File: src/rtl/sec32_scrub_ctrl.sv
// sec32_scrub_ctrl
//   Background scrubber for a 32-bit SEC-protected memory (32 data + 8 check
//   bits). Walks addresses 0..DEPTH-1, one word every INTERVAL idle cycles,
//   reads the word, presents it to the external combinational SEC corrector
//   and writes back any word the corrector changes. Corrections are counted
//   in a saturating counter.
//
// Ports
//   clk, rst_n            clock (rising edge), asynchronous active-low reset
//   enable                level, scrubbing allowed
//   clr_count             pulse, clears corr_count (wins over an increment)
//   mem_req/mem_we        memory request and direction (1 = write)
//   mem_addr/mem_wdata    word address and write data
//   mem_ack               one-cycle completion, mem_rdata/mem_rchk valid with it
//   cor_en/cor_din/cor_chk  corrector inputs, held from read capture to NEXT
//   cor_dout              corrected data, combinational from the corrector
//   busy                  a word scrub is in progress (not IDLE or WAIT)
//   pass_done             one-cycle pulse after the last address is processed
//   corr_count            saturating count of corrected words
//   dbg_state             current FSM state
//
// Memory handshake: mem_req is high for the whole of READ and WRITE; mem_we,
// mem_addr and mem_wdata are registers that do not change in those states,
// so the request is stable until the cycle mem_ack is seen. The FSM leaves
// the state on that edge, so mem_req drops the cycle after mem_ack and a
// read is never followed directly by a write without CHECK in between.

module sec32_scrub_ctrl #(
  parameter int ADDR_W   = 10,
  parameter int DEPTH    = 1024,
  parameter int INTERVAL = 16,
  parameter int CNT_W    = 16
) (
  input  logic              clk,
  input  logic              rst_n,
  input  logic              enable,
  input  logic              clr_count,
  output logic              mem_req,
  output logic              mem_we,
  output logic [ADDR_W-1:0] mem_addr,
  output logic [31:0]       mem_wdata,
  input  logic              mem_ack,
  input  logic [31:0]       mem_rdata,
  input  logic [7:0]        mem_rchk,
  output logic              cor_en,
  output logic [31:0]       cor_din,
  output logic [7:0]        cor_chk,
  input  logic [31:0]       cor_dout,
  output logic              busy,
  output logic              pass_done,
  output logic [CNT_W-1:0]  corr_count,
  output logic [2:0]        dbg_state
);

  typedef enum logic [2:0] {
    S_IDLE  = 3'd0,
    S_WAIT  = 3'd1,
    S_READ  = 3'd2,
    S_CHECK = 3'd3,
    S_WRITE = 3'd4,
    S_NEXT  = 3'd5
  } state_e;

  localparam int                TMR_W     = $clog2(INTERVAL + 1);
  localparam logic [TMR_W-1:0]  TMR_LOAD  = TMR_W'(INTERVAL - 1);
  localparam logic [ADDR_W-1:0] LAST_ADDR = ADDR_W'(DEPTH - 1);
  localparam logic [CNT_W-1:0]  CNT_MAX   = '1;

  state_e            state_q, state_d;
  logic [TMR_W-1:0]  timer_q, timer_d;
  logic [ADDR_W-1:0] mem_addr_q, mem_addr_d;
  logic [31:0]       mem_wdata_q, mem_wdata_d;
  logic              cor_en_q, cor_en_d;
  logic [31:0]       cor_din_q, cor_din_d;
  logic [7:0]        cor_chk_q, cor_chk_d;
  logic [CNT_W-1:0]  corr_count_q, corr_count_d;
  logic              pass_done_q, pass_done_d;
  // Remembers that enable dropped while a word was in flight, so the word is
  // finished and the FSM then parks in IDLE even if enable came back.
  logic              stop_q, stop_d;

  always_comb begin
    state_d      = state_q;
    timer_d      = timer_q;
    mem_addr_d   = mem_addr_q;
    mem_wdata_d  = mem_wdata_q;
    cor_en_d     = cor_en_q;
    cor_din_d    = cor_din_q;
    cor_chk_d    = cor_chk_q;
    corr_count_d = corr_count_q;
    pass_done_d  = 1'b0;
    stop_d       = stop_q;

    case (state_q)
      S_IDLE: begin
        if (enable) begin
          state_d = S_WAIT;
          timer_d = TMR_LOAD;
        end
      end
      S_WAIT: begin
        if (!enable) begin
          state_d = S_IDLE;
        end else if (timer_q == '0) begin
          state_d = S_READ;
        end else begin
          timer_d = timer_q - 1'b1;
        end
      end
      S_READ: begin
        if (mem_ack) begin
          cor_din_d = mem_rdata;
          cor_chk_d = mem_rchk;
          cor_en_d  = 1'b1;
          state_d   = S_CHECK;
        end
      end
      S_CHECK: begin
        // A check-bit-only error leaves the data unchanged: no write-back.
        mem_wdata_d = cor_dout;
        state_d     = (cor_dout != cor_din_q) ? S_WRITE : S_NEXT;
      end
      S_WRITE: begin
        if (mem_ack) begin
          if (corr_count_q != CNT_MAX) begin
            corr_count_d = corr_count_q + 1'b1;
          end
          state_d = S_NEXT;
        end
      end
      S_NEXT: begin
        cor_en_d = 1'b0;
        if (mem_addr_q == LAST_ADDR) begin
          mem_addr_d  = '0;
          pass_done_d = 1'b1;
        end else begin
          mem_addr_d = mem_addr_q + 1'b1;
        end
        timer_d = TMR_LOAD;
        state_d = (stop_q || !enable) ? S_IDLE : S_WAIT;
        stop_d  = 1'b0;
      end
      default: begin
        state_d = S_IDLE;
      end
    endcase

    if (!enable && (state_q == S_READ || state_q == S_CHECK || state_q == S_WRITE)) begin
      stop_d = 1'b1;
    end

    if (clr_count) begin
      corr_count_d = '0;
    end
  end

  always_ff @(posedge clk or negedge rst_n) begin
    if (!rst_n) begin
      state_q      <= S_IDLE;
      timer_q      <= '0;
      mem_addr_q   <= '0;
      mem_wdata_q  <= '0;
      cor_en_q     <= 1'b0;
      cor_din_q    <= '0;
      cor_chk_q    <= '0;
      corr_count_q <= '0;
      pass_done_q  <= 1'b0;
      stop_q       <= 1'b0;
    end else begin
      state_q      <= state_d;
      timer_q      <= timer_d;
      mem_addr_q   <= mem_addr_d;
      mem_wdata_q  <= mem_wdata_d;
      cor_en_q     <= cor_en_d;
      cor_din_q    <= cor_din_d;
      cor_chk_q    <= cor_chk_d;
      corr_count_q <= corr_count_d;
      pass_done_q  <= pass_done_d;
      stop_q       <= stop_d;
    end
  end

  // Request outputs decode straight from the state register so an
  // asynchronous reset drops mem_req immediately.
  assign mem_req    = (state_q == S_READ) || (state_q == S_WRITE);
  assign mem_we     = (state_q == S_WRITE);
  assign mem_addr   = mem_addr_q;
  assign mem_wdata  = mem_wdata_q;
  assign cor_en     = cor_en_q;
  assign cor_din    = cor_din_q;
  assign cor_chk    = cor_chk_q;
  assign busy       = (state_q != S_IDLE) && (state_q != S_WAIT);
  assign pass_done  = pass_done_q;
  assign corr_count = corr_count_q;
  assign dbg_state  = state_q;

endmodule

File: config.mk
export PLATFORM = sky130hd
export DESIGN_NAME = sec32_scrub_ctrl
export DESIGN_NICKNAME = d
export VERILOG_FILES = /design/src/rtl/sec32_scrub_ctrl.sv
export SDC_FILE = /design/constraint.sdc
export NUM_CORES = 1
export LEC_CHECK = 0
export BUFFER_PORTS_ARGS = -buffer_cell sky130_fd_sc_hd__buf_2
export CAP_MARGIN = 30
export CELL_PAD_IN_SITES_DETAIL_PLACEMENT = 0
export CELL_PAD_IN_SITES_GLOBAL_PLACEMENT = 1
export CORE_MARGIN = 2
export CORE_UTILIZATION = 30
export CTS_BUF_LIST = sky130_fd_sc_hd__clkbuf_4 sky130_fd_sc_hd__clkbuf_8
export DETAILED_ROUTE_END_ITERATION = 8
export PLACE_DENSITY = 0.69
export SLEW_MARGIN = 20
export SYNTH_ARGS = -nofsm -noshare
export SYNTH_HDL_FRONTEND = slang
export SYNTH_SLANG_ARGS = --single-unit
File: constraint.sdc
create_clock -name clk -period 2.4 [get_ports clk]
set_clock_uncertainty 0.15 [all_clocks]
set_input_delay 0.24 -clock clk [delete_from_list [all_inputs] [get_ports clk]]
set_output_delay 0.24 -clock clk [all_outputs]
set_load 0.02 [all_outputs]
==> flow_metrics.env <==
export IMPL_cts_buffers=9
export IMPL_ys_seq_area_share_pct=54.1
export IMPL_synth_top_area_cell="dfrtp_1"
export IMPL_tritoncts="done"
export IMPL_drive_gt1_share_pct=43.2
export IMPL_cp_cell_sequence="and4bb_2 > nand2_1 > or4_1 > a21oi_1"
export IMPL_ys_warn_count=0
export IMPL_holdPathStages=3
export IMPL_layout_commonest_cell="buf_2"
export IMPL_grt_pass1_wl_um=22800
export IMPL_synth_net_count=491
export IMPL_ant_nets=0
export IMPL_gp_congestion=0.776
export IMPL_final_setup_tns_ns=0
export IMPL_p_per_area_nw_per_um2=620
export IMPL_maxCapViolCount=0
export IMPL_slowest_delay_ns=0.56
export IMPL_crit_arrival_ns=2.30
export IMPL_ys_seq_elements=109
export IMPL_die_area_um2=17900
export IMPL_grt_max_degree=51
export IMPL_layout_common_cells="buf_2, dfrtp_1, mux2_2, dlygate4sd3_1, xor2_1"
export IMPL_r2r_cells=4
export IMPL_setup_slack_ns=0.259
export IMPL_synth_compound_area_share_pct=7.15
export IMPL_setup_violations=0
export IMPL_yosys_area_share_simple_pct=11.5
export IMPL_maxSlewViolCount=0
export IMPL_drtIter0Drc=232
export IMPL_rsz0062_at_grt="no"
export IMPL_timing_fmax_ghz=0.467
export IMPL_post_cts_buffers=0
export IMPL_area_delta_synth_final_pct=42.8
export IMPL_ys_flop_type="dfrtp_1"
export IMPL_crit_slowest_cell="dfrtp_1"
export IMPL_path_class="reg -> reg"
export IMPL_synth_area_top_cells="dfrtp_1, mux2_2, xor2_1, a21oi_1, xnor2_1"
export IMPL_status="finished, final reports clean"
export IMPL_synth_mux_area_share_pct=17.1
export IMPL_coreArea_um2=16500
export IMPL_critPathCaptureType="flop"
export IMPL_start_kind="flop"
export IMPL_finalNetCount=756
export IMPL_dr_pass1_iters=4
export IMPL_async_flop_share_pct=100
export IMPL_top_level_ports=183
export IMPL_routedWlPerCell_um=15.7
export IMPL_antenna_found_initial=0
export IMPL_gr_total_overflow=0
export IMPL_grt_pass1_vias=4456
export IMPL_synth_adder_area_share_pct=0.993
export IMPL_grt_util_met1_pct=19.6
export IMPL_top_usage_layer="met2"
export IMPL_use_met2_pct=28.3
export IMPL_hold_viol=0
export IMPL_start_util_pct=30.5
export IMPL_syn_cell_area_um2=5040
export IMPL_peakVddDrop_mv=0.303
export IMPL_synth_cells=410
export IMPL_power_mw=4.46
export IMPL_numPortBuffers=182
export IMPL_use_met3_pct=3.73
export IMPL_cts_root_buf="clkbuf_8"
export IMPL_period_share_pct=89.2
export IMPL_cp_max_fo=16
export IMPL_clk_pin_slew_worst_paths_ns=0.10
export IMPL_ys_types=53
export IMPL_max_slew_margin_rel_pct=55.3
export IMPL_vias_per_cell=4.72
export IMPL_dr_total_vias=4252
export IMPL_cts_sinks=109
export IMPL_min_path_type="in -> reg"
export IMPL_preCtsSetupSlack_ns=0.309
export IMPL_synth_edf_count=0
export IMPL_synth_xor_area_share_pct=6.95
export IMPL_p_leak_nw=3.35
export IMPL_critPathRequiredTime_ns=2.56
export IMPL_num_antenna_cells=0
export IMPL_die_w_um=134
export IMPL_synth_top_family_by_area="multiplexers"
export IMPL_routed_wl_um=14200
export IMPL_htreeDepth=3
export IMPL_std_cell_rows=47
export IMPL_min_period_ns=2.14
export IMPL_tightest_slew_ns=0.671
export IMPL_insertion_delay_ns=0.38
export IMPL_drc_errors=0
export IMPL_clockBufferDepth=2
export IMPL_yosysTopAreaCellShare_pct=54.1
export IMPL_syn_area_per_cell_um2=12.3
export IMPL_grtUsageTotal_pct=16.3
export IMPL_die_y_um=134
export IMPL_dp_hpwl_um=9730
[worst max-delay path: cells and delay by family (launching register included)]
| family | cells | cell delay (ns) |
|---|---|---|
| AND/OR/NAND/NOR | 3 | 1.23 |
| AO/OA/AOI/OAI | 1 | 0.15 |
| flip-flops | 1 | 0.56 |
[state kept, by name, summed over array words and instances (netlist names)]
name,flops
cor_din,32
mem_wdata,32
corr_count,16
mem_addr,10
cor_chk,8
timer_q,5
dbg_state,3
cor_en,1
pass_done,1
stop_q,1
[area by class of cell]
class | instances | area (um^2)
Clock inverter | 4 | 22.5
Tap cell | 220 | 275
Inverter | 11 | 41.3
Clock buffer | 12 | 159
Fill cell | 1598 | 9330
Multi-Input combinational cell | 275 | 2210
Sequential cell | 109 | 2730
Timing Repair Buffer | 269 | 1760
[report_power, final]
group | internal, mW | leakage (nW) | switching, mW
clock network | 0.442 | 0.0956 | 0.645
logic | 0.510 | 1.91 | 0.599
registers | 2.06 | 1.35 | 0.202
total | 3.01 | 3.35 | 1.45
[metrics by stage]
step | hold WS (ns) | std cells | utilization (%) | cell area [um^2]
finish | 0.0612 | 900 | 43.5 | 7190
global route | 0.0555 | 900 | 43.5 | 7190
CTS | 0.0314 | 900 | 43.5 | 7190
detailed placement | 0.175 | 811 | 38.0 | 6280
global placement | 0.168 | 811 | 38.0 | 6280
floorplan | -0.206 | 410 | - | 5040
[layer usage]
metal	part of all wire [%]	vias to the layer above
met1	43	2098
met5	0	-
met4	1.8	0
met2	50	123
met3	5.1	18
li1	-	2013
[cell families (layout without fill, tap and decap cells)]
| kind of cell | count (synthesis) | after routing |
|---|---|---|
| and+or+nand+nor | 100 | 100 |
| xor gates and xnor gates | 40 | 40 |
| AOI/OAI and AO/OA | 54 | 54 |
| buffers and inverters | 26 | 296 |
| muxes | 77 | 77 |
| DFF | 109 | 109 |
| adders and majority gates | 4 | 4 |
[Yosys cell counts (all sizes together), types with 7 or more instances]
cell type and n:
a21oi 19, or4 9, nor3 7, xor2 30
nand2 20, dfrtp 109, o21ai 7, inv 11
nand4 8, mux2 74, o31ai 8, nor4 9
nand3 7, nor2 11, xnor2 10, clkbuf 8
[repair_timing]
action / 4_1_cts / 5_1_grt
hold buffers: 73 / 0
endpoints found under the hold margin: 116 / 0
gates resized for setup: 0 / 0
[path summary, 6_finish.rpt]
path / from / end / slack, ns
max: dbg_state[0]$_DFFE_PN0P_ / corr_count[7]$_DFFE_PN0P_ / 0.26
min: enable / dbg_state[1]$_DFFE_PN0P_ / 0.06
max reg2reg: dbg_state[0]$_DFFE_PN0P_ / corr_count[7]$_DFFE_PN0P_ / 0.26
min reg2reg: cor_en$_DFFE_PN0P_ / cor_en$_DFFE_PN0P_ / 0.34
max in group asynchronous: rst_n / cor_din[1]$_DFFE_PN0P_ / 1.12
min in group asynchronous: rst_n / corr_count[4]$_DFFE_PN0P_ / 0.27
No activity file was read; power rests on OpenSTA's default activity.
